## src/rtl/keypad_scan_debounce_pkg.sv

```systemverilog
// Shared keypad geometry, the debounced output record, and helpers for
// row drive patterns and frame classification.
package keypad_scan_debounce_pkg;

    localparam int KP_ROWS = 4;
    localparam int KP_COLS = 4;
    localparam int KP_KEYS = 16;
    localparam logic [KP_ROWS-1:0] ROW_IDLE = 4'b1111;

    typedef struct packed {
        logic [KP_KEYS-1:0] pad;
        logic               key_valid;
        logic [3:0]         key_code;
        logic               multi_key;
    } kp_state_t;

    function automatic logic [KP_ROWS-1:0] row_drive(input logic [1:0] row);
        return ~(4'b0001 << row);
    endfunction

    // Single key publishes its bit and index; two or more collapse to multi_key.
    function automatic kp_state_t classify(input logic [KP_KEYS-1:0] frame);
        kp_state_t  s;
        logic [4:0] hits;
        logic [3:0] idx;
        hits = '0;
        idx  = '0;
        for (int i = 0; i < KP_KEYS; i++) begin
            if (frame[i]) begin
                hits = hits + 5'd1;
                idx  = 4'(i);
            end
        end
        s = '0;
        if (hits == 5'd1) begin
            s.pad       = frame;
            s.key_valid = 1'b1;
            s.key_code  = idx;
        end else if (hits > 5'd1) begin
            s.multi_key = 1'b1;
        end
        return s;
    endfunction

endpackage

```

## src/rtl/keypad_frame_debounce.sv

```systemverilog
// Whole-frame debouncer: publishes a new key state only after DEBOUNCE_FRAMES
// identical frames, with one-cycle press/release strobes on each change.
module keypad_frame_debounce
    import keypad_scan_debounce_pkg::*;
#(
    parameter int DEBOUNCE_FRAMES = 5
) (
    input  logic               clk,
    input  logic               rst_n,
    input  logic [KP_KEYS-1:0] raw,
    input  logic               frame_done,
    output logic [KP_KEYS-1:0] pad,
    output logic               key_valid,
    output logic [3:0]         key_code,
    output logic               press_pulse,
    output logic               release_pulse,
    output logic               multi_key
);

    localparam int CW = $clog2(DEBOUNCE_FRAMES + 1);
    localparam logic [CW-1:0] CNT_MAX = CW'(DEBOUNCE_FRAMES);

    logic [KP_KEYS-1:0] last_raw, nxt_last;
    logic [CW-1:0]      stable_cnt, nxt_cnt;
    kp_state_t          cur, new_state;
    logic               accept;

    // NOTE: defaults first so every path assigns every output; no latch.
    always_comb begin
        nxt_last = last_raw;
        nxt_cnt  = stable_cnt;
        if (frame_done) begin
            if (raw == last_raw) begin
                nxt_cnt = (stable_cnt == CNT_MAX) ? CNT_MAX : stable_cnt + 1'b1;
            end else begin
                nxt_last = raw;
                nxt_cnt  = CW'(1);
            end
        end
    end

    assign new_state = classify(nxt_last);
    assign accept    = frame_done && (nxt_cnt == CNT_MAX) && (new_state != cur);

    // NOTE: sequential state uses non-blocking assignments only.
    always_ff @(posedge clk or negedge rst_n) begin
        if (!rst_n) begin
            last_raw      <= '0;
            stable_cnt    <= '0;
            cur           <= '0;
            press_pulse   <= 1'b0;
            release_pulse <= 1'b0;
        end else begin
            last_raw      <= nxt_last;
            stable_cnt    <= nxt_cnt;
            press_pulse   <= 1'b0;
            release_pulse <= 1'b0;
            if (accept) begin
                cur           <= new_state;
                press_pulse   <= new_state.key_valid &&
                                 (!cur.key_valid || cur.key_code != new_state.key_code);
                release_pulse <= cur.key_valid &&
                                 (!new_state.key_valid || new_state.key_code != cur.key_code);
            end
        end
    end

    assign pad       = cur.pad;
    assign key_valid = cur.key_valid;
    assign key_code  = cur.key_code;
    assign multi_key = cur.multi_key;

endmodule

```

## src/rtl/keypad_scan_debounce.sv

```systemverilog
// 4x4 keypad front end: drives rows one at a time, synchronizes and samples
// the columns, assembles full frames and hands them to the frame debouncer.
module keypad_scan_debounce
    import keypad_scan_debounce_pkg::*;
#(
    parameter int ROW_DWELL_CYCLES = 50000,
    parameter int DEBOUNCE_FRAMES  = 5
) (
    input  logic               CLOCK_50,
    input  logic               reset_n,
    input  logic [KP_COLS-1:0] cols_n,
    output logic [KP_ROWS-1:0] rows_n,
    output logic [KP_KEYS-1:0] pad,
    output logic               key_valid,
    output logic [3:0]         key_code,
    output logic               press_pulse,
    output logic               release_pulse,
    output logic               multi_key
);

    localparam int DW = $clog2(ROW_DWELL_CYCLES);
    localparam logic [DW-1:0] DWELL_LAST = DW'(ROW_DWELL_CYCLES - 1);

    logic [KP_COLS-1:0] cols_meta_n, cols_sync_n;
    logic               scan_active;
    logic [1:0]         row_idx;
    logic [DW-1:0]      dwell_cnt;
    logic [11:0]        frame_buf;
    logic               sample_now, frame_done;
    logic [KP_KEYS-1:0] raw;

    // Released columns read high through the pull-ups, so sync flops idle at 1.
    always_ff @(posedge CLOCK_50 or negedge reset_n) begin
        if (!reset_n) begin
            cols_meta_n <= '1;
            cols_sync_n <= '1;
        end else begin
            cols_meta_n <= cols_n;
            cols_sync_n <= cols_meta_n;
        end
    end

    assign sample_now = scan_active && (dwell_cnt == DWELL_LAST);
    assign frame_done = sample_now && (row_idx == 2'd3);
    assign raw        = {~cols_sync_n, frame_buf};
    assign rows_n     = scan_active ? row_drive(row_idx) : ROW_IDLE;

    // NOTE: frame_buf is reset so the first completed frame is well defined.
    always_ff @(posedge CLOCK_50 or negedge reset_n) begin
        if (!reset_n) begin
            scan_active <= 1'b0;
            row_idx     <= '0;
            dwell_cnt   <= '0;
            frame_buf   <= '0;
        end else begin
            scan_active <= 1'b1;
            if (scan_active) begin
                if (dwell_cnt == DWELL_LAST) begin
                    dwell_cnt <= '0;
                    row_idx   <= row_idx + 2'd1;
                end else begin
                    dwell_cnt <= dwell_cnt + 1'b1;
                end
            end
            if (sample_now) begin
                case (row_idx)
                    2'd0:    frame_buf[3:0]  <= ~cols_sync_n;
                    2'd1:    frame_buf[7:4]  <= ~cols_sync_n;
                    2'd2:    frame_buf[11:8] <= ~cols_sync_n;
                    default: ;
                endcase
            end
        end
    end

    keypad_frame_debounce #(
        .DEBOUNCE_FRAMES(DEBOUNCE_FRAMES)
    ) u_debounce (
        .clk          (CLOCK_50),
        .rst_n        (reset_n),
        .raw          (raw),
        .frame_done   (frame_done),
        .pad          (pad),
        .key_valid    (key_valid),
        .key_code     (key_code),
        .press_pulse  (press_pulse),
        .release_pulse(release_pulse),
        .multi_key    (multi_key)
    );

endmodule

```

## config.mk

```make
export PLATFORM = sky130hd
export DESIGN_NAME = keypad_scan_debounce
export DESIGN_NICKNAME = d
export VERILOG_FILES = /design/src/rtl/keypad_scan_debounce_pkg.sv /design/src/rtl/keypad_frame_debounce.sv /design/src/rtl/keypad_scan_debounce.sv
export SDC_FILE = /design/constraint.sdc
export NUM_CORES = 1
export LEC_CHECK = 0
export BUFFER_PORTS_ARGS = -buffer_cell sky130_fd_sc_hd__buf_2
export CAP_MARGIN = 20
export CORE_ASPECT_RATIO = 2
export CORE_MARGIN = 2
export CORE_UTILIZATION = 28
export CTS_BUF_LIST = sky130_fd_sc_hd__clkbuf_8
export DETAILED_ROUTE_END_ITERATION = 16
export GPL_ROUTABILITY_DRIVEN = 0
export PLACE_DENSITY = 0.43
export SLEW_MARGIN = 30
export SYNTH_ARGS = -nofsm -noshare
export SYNTH_HDL_FRONTEND = slang
export SYNTH_SLANG_ARGS = --single-unit
```

## constraint.sdc

```tcl
create_clock -name CLOCK_50 -period 16.2 [get_ports CLOCK_50]
set_clock_uncertainty 0.05 [all_clocks]
set_input_delay 4.05 -clock CLOCK_50 [delete_from_list [all_inputs] [get_ports CLOCK_50]]
set_output_delay 4.05 -clock CLOCK_50 [all_outputs]
set_load 0.02 [all_outputs]
```

==> results of run 1 <==
[where the power goes]
group	internal (mW)	leakage [nW]	switching, mW
Combinational	0.0100	1.82	0.0127
Sequential	0.214	1.11	0.0106
Clock	0.0731	0.107	0.0860
[Yosys cell counts, drive strengths merged, types with 4 or more instances]
| master | number | area share |
|---|---|---|
| a21oi | 24 | 0.020 |
| a2bb2oi | 4 | 0.0067 |
| a31oi | 9 | 0.0092 |
| and2 | 8 | 0.0084 |
| and3 | 9 | 0.0092 |
| and4 | 5 | 0.0072 |
| buf | 19 | 0.020 |
| clkbuf | 9 | 0.0055 |
| clkinv | 4 | 0.0025 |
| dfrtp | 74 | 0.30 |
| dfstp | 8 | 0.034 |
| ha | 20 | 0.041 |
| inv | 23 | 0.014 |
| mux2 | 22 | 0.051 |
| mux2i | 19 | 0.035 |
| nand2 | 73 | 0.046 |
| nand3 | 28 | 0.025 |
| nand4 | 11 | 0.011 |
| nand4b | 4 | 0.0057 |
| nor2 | 61 | 0.040 |
| nor3 | 12 | 0.0098 |
| nor4 | 11 | 0.011 |
| nor4b | 5 | 0.0072 |
| o21a | 5 | 0.0061 |
| o21ai | 32 | 0.026 |
| o22ai | 5 | 0.0061 |
| o32a | 4 | 0.0065 |
| or3 | 6 | 0.0061 |
| xnor2 | 49 | 0.085 |
| xor2 | 35 | 0.056 |
[per-layer routing]
metal  vias to the layer above  GRT usage  share of wire
li1                       2353          -              -
met1                      2437      0.164           0.36
met2                       110      0.317           0.57
met3                        43     0.0186          0.026
met4                         0     0.0880          0.044
met5                         -          0              0
[state kept, by name, indices dropped and copies added (netlist names)]
name                      flops
cols_meta_n                   4
cols_sync_n                   4
dwell_cnt                    16
frame_buf                    12
row_idx                       2
scan_active                   1
u_debounce.key_code           4
u_debounce.key_valid          1
u_debounce.last_raw          16
u_debounce.multi_key          1
u_debounce.pad               16
u_debounce.press_pulse        1
u_debounce.release_pulse      1
u_debounce.stable_cnt         3
[critical path, delay by kind of cell (launching register included)]
family,cells,cell delay [ns]
buffers and inverters,3,0.54
multiplexers,4,1.00
AND/OR/NAND/NOR,23,3.44
AO/OA/AOI/OAI,14,4.32
flip-flops,1,0.39
XOR/XNOR,1,0.14
adder cells (fa/ha/maj),15,4.33
[logic make-up (layout without fill, tap and decap cells)]
family | after synthesis | in the layout | synth area share
multiplexers | 41 | 41 | 0.0860
adder cells (fa/ha/maj) | 20 | 20 | 0.0409
buffers and inverters | 55 | 80 | 0.0421
XOR/XNOR | 86 | 86 | 0.149
flip-flops | 82 | 82 | 0.337
AO/OA/AOI/OAI | 113 | 113 | 0.133
AND/OR/NAND/NOR | 253 | 253 | 0.212
other | 1 | 1 | 0.000613
[worst max-delay path by stage]
stage                       startpoint                     end  slack (ns)  depth (start not counted)
after floorplan           dwell_cnt[0]      u_debounce.pad[10]        4.43                         62
after global placement    dwell_cnt[0]       u_debounce.pad[4]        2.20                         59
after detailed placement  dwell_cnt[0]  u_debounce.key_code[0]        1.83                         60
after CTS                 dwell_cnt[0]    u_debounce.multi_key        1.80                         60
after global routing      dwell_cnt[0]       u_debounce.pad[7]        0.68                         60
final                     dwell_cnt[0]    u_debounce.multi_key        1.85                         60
[area by class of cell]
| class | count | area [um^2] | share of cell area |
|---|---|---|---|
| Clock buffer | 9 | 124 | 0.0184 |
| Clock inverter | 7 | 76.3 | 0.0114 |
| Inverter | 27 | 101 | 0.0151 |
| Multi-Input combinational cell | 514 | 3800 | 0.566 |
| Sequential cell | 82 | 2060 | 0.307 |
| Tap cell | 273 | 342 | 0.0509 |
| Timing Repair Buffer | 37 | 209 | 0.0311 |
[through the flow]
step	cells	util	area [um^2]
floorplan	651	-	6120
global placement	932	0.302	6500
detailed placement	933	0.303	6520
CTS	949	0.313	6720
global route	949	0.313	6720
finish	949	0.313	6720
==> results.ini, run 1 <==
[layout]
layout_commonest_cell = dfrtp_1
area_growth_pct = 9.71
num_antenna_cells = 0
drive_gt1_frac = 0.175
mostFrequentLayoutCells = 74 x dfrtp_1, 72 x nand2_1, 60 x nor2_1
nets = 697
num-fill-cells = 2286

[cts]
post_cts_buffers = 0
cts_hold_buf = 0
numClockSinks = 82
htree_levels = 3
clk_latency_ns = 0.36
cts_buffer_depth = 2
clkTransAtPathRegs_ns = 0.10
cts_buffers = 9
clockRootBuffer = clkbuf_8
post_cts_resized = 0
cts_tree = built

[drt]
vias = 4943
drcViolationCount = 0
wl_mm = 17.9
dr.first_iter.drc_count = 216
ant_nets = 0
post_drt_wl_per_cell_um = 18.8
drtPass1Iterations = 4
vias_per_cell = 5.21

[synth]
ys_types = 84
synth-main-ff-cell = dfrtp_1
ys_seq_elements = 82
synthesis.area_um2 = 6120
syn_nets = 677
synth-seq-area-share = 0.337
ys_warn_count = 0
async_reset_ff_frac = 1.00
synth_edf_count = 0
syn-mean-instance-area_um2 = 9.40
syn_inst = 651

[worst_setup_path]
required_ns = 16.41
rrSetupSlack_ns = 1.85
r2r_cells = 60
reg2reg_from = dwell_cnt[0]
crit_type = flop to flop
crit_path_end_kind = flop
critical_path.max_fanout = 28
cpPeakStageDelay_ns = 0.54
r2r_end = u_debounce.multi_key
path_common_cell = ha_1
crit_slowest_cell = a22oi_1
arrival_ns = 14.56
cp-start-kind = flop

[power_and_ir_drop]
ir_drop_uv = 46.7
total_power_mw = 0.406
p_leak_nw = 3.03
power_density_nw_per_um2 = 60.5

[hold_path]
hp-class = flop to flop
hold_depth = 0
worst_hold_path.endpoint = cols_sync_n[1]
min_from = cols_meta_n[1]

[global_route]
overflow = 0
grt_pass1_wl_mm = 28.4
grt_pass1_vias = 5136
grtUsageTotal = 0.163
grt_max_degree = 83
antenna_found_initial = 0

[floorplanning]
core_region_area_um2 = 21500
rows = 76
die_h_um = 213
dieArea_um2 = 23100
die_w_um = 109
initial_core_util = 0.285
io_pins = 34

[timing]
setup_viol = 0
fin_crit_sh = 0.886
grt_setup_unrepaired = no
hold_violations = 0
min_period_ns = 14.35
whs_ns = 0.302
fmax_mhz = 69.7
final.setup.tns_ns = 0
maxSlewHeadroom = 0.413
setup_ws_ns = 1.85
maxSlewViolCount = 0
worst_pin_slew_ns = 0.857

[placement]
dp_slack_ns = 1.83
hpwl_mm = 13.9
io_buffers = 33

[run_status]
status = complete, no violations

[flow_run]
cap_viol_max_count = 0

Power figures use the tool's default switching activity.
==> inputs of run 2 (changes only) <==
--- a/config.mk
+++ b/config.mk
@@ -13,7 +13,7 @@
 export CTS_BUF_LIST = sky130_fd_sc_hd__clkbuf_8
 export DETAILED_ROUTE_END_ITERATION = 16
 export GPL_ROUTABILITY_DRIVEN = 0
-export PLACE_DENSITY = 0.43
+export PLACE_DENSITY = 0.45
 export SLEW_MARGIN = 30
 export SYNTH_ARGS = -nofsm -noshare
 export SYNTH_HDL_FRONTEND = slang
==> constraint.sdc (replaced) <==
create_clock -name CLOCK_50 -period 12.02 [get_ports CLOCK_50]
set_clock_uncertainty 0.05 [all_clocks]
set_input_delay 3.005 -clock CLOCK_50 [delete_from_list [all_inputs] [get_ports CLOCK_50]]
set_output_delay 3.005 -clock CLOCK_50 [all_outputs]
set_load 0.02 [all_outputs]
==> run 2 against run 1 <==
Effect of this change:
- via count is 5.8% higher
- sequential cell count stayed put
- combinational power rose by 86%
- die area is the same
- setup slack worse by 1.5 ns
==> results.ini, run 2 (synthesis results as in run 1) <==
[timing]
fmax_mhz = 85.6  ; +23%
maxSlewViolCount = 0  ; unchanged
min_period_ns = 11.68  ; -2.67 ns
worst_pin_slew_ns = 0.910  ; +0.0530 ns
hold_violations = 0  ; unchanged
maxSlewHeadroom = 0.376  ; -0.0364
setup_viol = 0  ; unchanged
fin_crit_sh = 0.972  ; +0.0861
grt_setup_unrepaired = yes

[drt]
drcViolationCount = 0  ; unchanged
vias = 5231  ; +5.8%
post_drt_wl_per_cell_um = 19.0  ; +0.84%
drtPass1Iterations = 4  ; unchanged
vias_per_cell = 5.19  ; -0.37%
wl_mm = 19.2  ; +7.1%
ant_nets = 0  ; unchanged
dr.first_iter.drc_count = 187  ; -13%

[power_and_ir_drop]
total_power_mw = 0.526  ; +30%
p_comb_frac = 0.080  ; +0.024
switching_share = 0.270  ; +0.00116
ir_drop_uv = 76.5  ; +64%
p_switching_mw = 0.142  ; +30%
p_int_mw = 0.384  ; +29%
p_clk_frac = 0.345  ; -0.047
p_leak_nw = 3.34  ; +10%
power_density_nw_per_um2 = 70.4  ; +16%
p_seq_frac = 0.575  ; +0.023

[placement]
place_inst = 965  ; +3.4%
io_buffers = 33  ; unchanged
hpwl_mm = 14.2  ; +2.4%

[layout]
fin_cells = 1008  ; +6.2%
num_antenna_cells = 0  ; unchanged
layout_commonest_cell = dfrtp_1
area_growth_pct = 22.1
mostFrequentLayoutCells = 74 x dfrtp_1, 65 x nand2_1, 56 x nor2_1, 56 x buf_4, 37 x xnor2_1
fin_util = 0.348  ; +0.0353
nets = 756  ; +8.5%
drive_gt1_frac = 0.301  ; +0.126

[global_route]
overflow = 0  ; unchanged
grtUsageTotal = 0.167  ; +0.00315
grt_pass1_vias = 5420  ; +5.5%
antenna_found_initial = 0  ; unchanged
grt_use_met2 = 0.315  ; -0.00259
grt_pass1_wl_mm = 29.0  ; +2.2%
grt_max_degree = 83  ; unchanged
use_met3 = 0.0180  ; -0.000611
met1_usage = 0.166  ; +0.00248
busiest_layer = met2

[run_status]
status = complete, no violations

[cts]
cts_buffers = 9  ; unchanged
clk_latency_ns = 0.37  ; about the same
cts_tree = built
clockRootBuffer = clkbuf_8
cts_buffer_depth = 2  ; unchanged
numClockSinks = 82  ; unchanged
htree_levels = 3  ; unchanged
cts_hold_buf = 0  ; unchanged
clkTransAtPathRegs_ns = 0.08  ; -0.02 ns

[worst_setup_path]
required_ns = 12.23  ; -4.18 ns
crit_path_end_kind = flop
arrival_ns = 11.89  ; -2.67 ns
crit_type = flop to flop
crit_slowest_cell = dfstp_2
cp-start-kind = flop
critical_path.max_fanout = 7  ; -75%
cpPeakStageDelay_ns = 0.62  ; +0.08 ns

[floorplanning]
initial_core_util = 0.285  ; unchanged
die_h_um = 213  ; unchanged
die_w_um = 109  ; unchanged
rows = 76  ; unchanged
core_region_area_um2 = 21500  ; unchanged
dieArea_um2 = 23100  ; unchanged
io_pins = 34  ; unchanged

[flow_run]
cap_viol_max_count = 0  ; unchanged

[hold_path]
hp-class = flop to flop

## run 2: critical path: cells and delay by family (launching register included)
kind | cells | cell delay [ns]
buf+inv | 5 | 0.78
flops | 1 | 0.62
simple gates | 22 | 2.03
mux | 4 | 0.85
fa+ha+maj | 14 | 3.80
compound gates | 14 | 3.13
xor+xnor | 2 | 0.30
## run 2: what timing repair did
item	in CTS	in global routing
cloned	0	4
buffers inserted	0	23
pin swaps	1	41
setup endpoints to repair	24	24
resized for setup	11	54
## run 2: worst paths after layout
check	depth (start not counted)	from	slack, ns	to
worst max-delay path	61	cols_sync_n[2]	0.34	u_debounce.pad[10]
worst min-delay path	0	cols_meta_n[2]	0.31	cols_sync_n[2]
worst max register to register	61	cols_sync_n[2]	0.34	u_debounce.pad[10]
worst min register to register	0	cols_meta_n[2]	0.31	cols_sync_n[2]
max in group asynchronous	1	reset_n	8.74	u_debounce.multi_key
min in group asynchronous	1	reset_n	2.63	frame_buf[0]
## run 2: layout make-up
class	count	area, um^2
Clock buffer	9	124
Clock inverter	7	46.3
Fill cell	2287	14000
Inverter	27	101
Multi-Input combinational cell	515	4110
Sequential cell	82	2060
Tap cell	273	342
Timing Repair Buffer	95	693
## run 2: layer usage
metal  up-vias  routed length [um]
li1       2469                   -
met1      2587                6650
met2       121               10900
met3        54                 411
met4         0                1220
met5         -                   0
## run 2: through the flow
step / hold slack [ns] / setup slack (ns) / cell area, um^2 / TNS [ns]
3_5_place_dp: 0.298 / -0.423 / 6750 / -9.29
3_3_place_gp: 0.296 / -0.125 / 6750 / -2.29
2_1_floorplan: 0.295 / 0.252 / 6120 / 0
6_report: 0.308 / 0.337 / 7470 / 0
4_1_cts: 0.311 / 0.0181 / 6960 / 0
5_1_grt: 0.316 / -0.180 / 7470 / -3.84
## run 2: power by group through the flow
stage	Clock [mW]	Combinational (mW)	Sequential, mW
after detailed placement	0	0.0340	0.306
after global placement	0	0.0323	0.306
after global routing	0.199	0.0477	0.304
final	0.181	0.0422	0.303
after floorplan	0	0.0221	0.302
after CTS	0.189	0.0344	0.301
==> inputs of run 3 (changes only) <==
--- a/config.mk
+++ b/config.mk
@@ -13,6 +13,7 @@
 export CTS_BUF_LIST = sky130_fd_sc_hd__clkbuf_8
 export DETAILED_ROUTE_END_ITERATION = 16
 export GPL_ROUTABILITY_DRIVEN = 0
+export GPL_TIMING_DRIVEN = 0
 export PLACE_DENSITY = 0.45
 export SLEW_MARGIN = 30
 export SYNTH_ARGS = -nofsm -noshare
==> run 3 against run 2 <==
Effect of this change:
- non-clock buffer count rose by 29
- fmax is 1.4% lower
- utilization rose by 1.9 points
- clock power rose by 21%
- via count grew 1.0%
- die area stayed put
- global-route usage increased by 1.0 points
- critical path type unchanged
- critical endpoint is now u_debounce.key_code[3]
- largest power group unchanged
==> results.ini, run 3 (synthesis results as in run 1) <==
[worst_setup_path]
crit_slowest_cell = dfstp_2
critical_path.max_fanout = 6  ; -1
reg2reg_from = cols_sync_n[2]
path_common_cell = ha_4
crit_type = flop to flop
path_delay_family = adder cells
crit_path_end_kind = flop
r2r_cells = 64  ; +4.9%
cpPeakStageDelay_ns = 0.63  ; about the same
crit_buf_inv = 9  ; +4
required_ns = 12.22  ; about the same
crit_start = cols_sync_n[2]
arrival_ns = 12.05  ; +0.16 ns
cp-start-kind = flop
rrSetupSlack_ns = 0.17  ; -0.17 ns
r2r_end = u_debounce.key_code[3]

[global_route]
grt_pass1_vias = 5550  ; +2.4%
overflow = 0  ; unchanged
grt_max_degree = 44  ; -47%
grt_pass1_wl_mm = 30.6  ; +5.5%
grtUsageTotal = 0.177  ; +0.0100
antenna_found_initial = 0  ; unchanged

[timing]
fin_crit_sh = 0.986  ; +0.0142
final.setup.tns_ns = 0  ; unchanged
setup_ws_ns = 0.167  ; -0.170 ns
worst_pin_slew_ns = 1.20  ; +0.291 ns
setup_viol = 0  ; unchanged
fmax_mhz = 84.4  ; -1.4%
maxSlewViolCount = 0  ; unchanged
min_period_ns = 11.85  ; +0.170 ns
maxSlewHeadroom = 0.176  ; -0.200
hold_violations = 0  ; unchanged
grt_setup_unrepaired = yes

[cts]
clk_latency_ns = 0.37  ; about the same
cts_hold_buf = 0  ; unchanged
cts_buffer_depth = 2  ; unchanged
cts_buffers = 9  ; unchanged
clkTransAtPathRegs_ns = 0.08  ; about the same
cts_tree = built
clockRootBuffer = clkbuf_8
numClockSinks = 82  ; unchanged
htree_levels = 3  ; unchanged

[drt]
vias_per_cell = 5.10  ; -1.8%
post_drt_wl_per_cell_um = 18.9  ; -0.30%
drtPass1Iterations = 4  ; unchanged
vias = 5285  ; +1.0%
drcViolationCount = 0  ; unchanged
dr.first_iter.drc_count = 223  ; +19%
ant_nets = 0  ; unchanged
wl_mm = 19.7  ; +2.6%

[flow_run]
cap_viol_max_count = 0  ; unchanged

[floorplanning]
die_h_um = 213  ; unchanged
io_pins = 34  ; unchanged
dieArea_um2 = 23100  ; unchanged
rows = 76  ; unchanged
die_w_um = 109  ; unchanged
initial_core_util = 0.285  ; unchanged
core_region_area_um2 = 21500  ; unchanged

[power_and_ir_drop]
switching_share = 0.246  ; -0.0242
ir_drop_uv = 69.8  ; -8.7%
p_seq_frac = 0.524  ; -0.051
p_clk_frac = 0.382  ; +0.037
p_int_mw = 0.433  ; +13%
p_comb_frac = 0.094  ; +0.014
p_leak_nw = 3.49  ; +4.7%
power_density_nw_per_um2 = 72.8  ; +3.5%
p_switching_mw = 0.141  ; -0.71%

[layout]
num_antenna_cells = 0  ; unchanged
nets = 785  ; +3.8%
layout_commonest_cell = dfrtp_1
area_growth_pct = 28.6
mostFrequentLayoutCells = 69 x dfrtp_1, 65 x nand2_1, 61 x buf_4
drive_gt1_frac = 0.329  ; +0.0279

[placement]
dp_slack_ns = -2.10  ; -1.68 ns
hpwl_mm = 14.3  ; +0.63%
io_buffers = 33  ; unchanged

[hold_path]
min_from = cols_meta_n[1]
hp-class = flop to flop
hold_depth = 0  ; unchanged
worst_hold_path.endpoint = cols_sync_n[1]

[run_status]
status = complete, no violations

run 3: power groups by stage:
stage                     Sequential [mW]  Clock (mW)  Combinational [mW]
after floorplan                     0.302           0              0.0221
after global routing                0.303       0.237              0.0604
final                               0.301       0.219              0.0538
after detailed placement            0.306           0              0.0348
after CTS                           0.300       0.229              0.0409
after global placement              0.306           0              0.0328
run 3: final cells by class:
type / count / area [um^2]
Clock buffer: 9 / 124
Clock inverter: 7 / 87.6
Buffer: 23 / 163
Multi-Input combinational cell: 515 / 4220
Sequential cell: 82 / 2070
Fill cell: 2250 / 13600
Inverter: 27 / 101
Timing Repair Buffer: 101 / 771
Tap cell: 273 / 342
run 3: through the flow:
| step | total power [mW] | instances | hold slack [ns] | instance area (um^2) | util |
|---|---|---|---|---|---|
| 2_1_floorplan | 0.324 | 651 | 0.295 | 6120 | - |
| 3_3_place_gp | 0.338 | 957 | 0.296 | 6630 | 0.308 |
| 3_5_place_dp | 0.341 | 958 | 0.297 | 6660 | 0.310 |
| 4_1_cts | 0.570 | 1022 | 0.304 | 7600 | 0.354 |
| 5_1_grt | 0.600 | 1037 | 0.310 | 7880 | 0.366 |
| 6_report | 0.574 | 1037 | 0.303 | 7880 | 0.366 |
run 3: worst max-delay path by stage:
stage,cells after the start,to
CTS,62,u_debounce.pad[7]
floorplan,62,u_debounce.pad[10]
global placement,64,u_debounce.pad[10]
detailed placement,64,u_debounce.pad[13]
global route,60,u_debounce.multi_key
finish,64,u_debounce.key_code[3]
run 3: layer usage:
layer | vias up | wire, um | GRT usage
met2 | 122 | 11300 | 0.340
met5 | - | 0 | 0
li1 | 2525 | - | -
met4 | 0 | 1400 | 0.121
met1 | 2579 | 6530 | 0.167
met3 | 59 | 401 | 0.0220
run 3: repair_timing:
action | CTS | global route
buffers inserted | 47 | 18
endpoints found under the setup margin | 24 | 24
cloned | 2 | 1
resized for setup | 63 | 35
pin swaps | 34 | 44
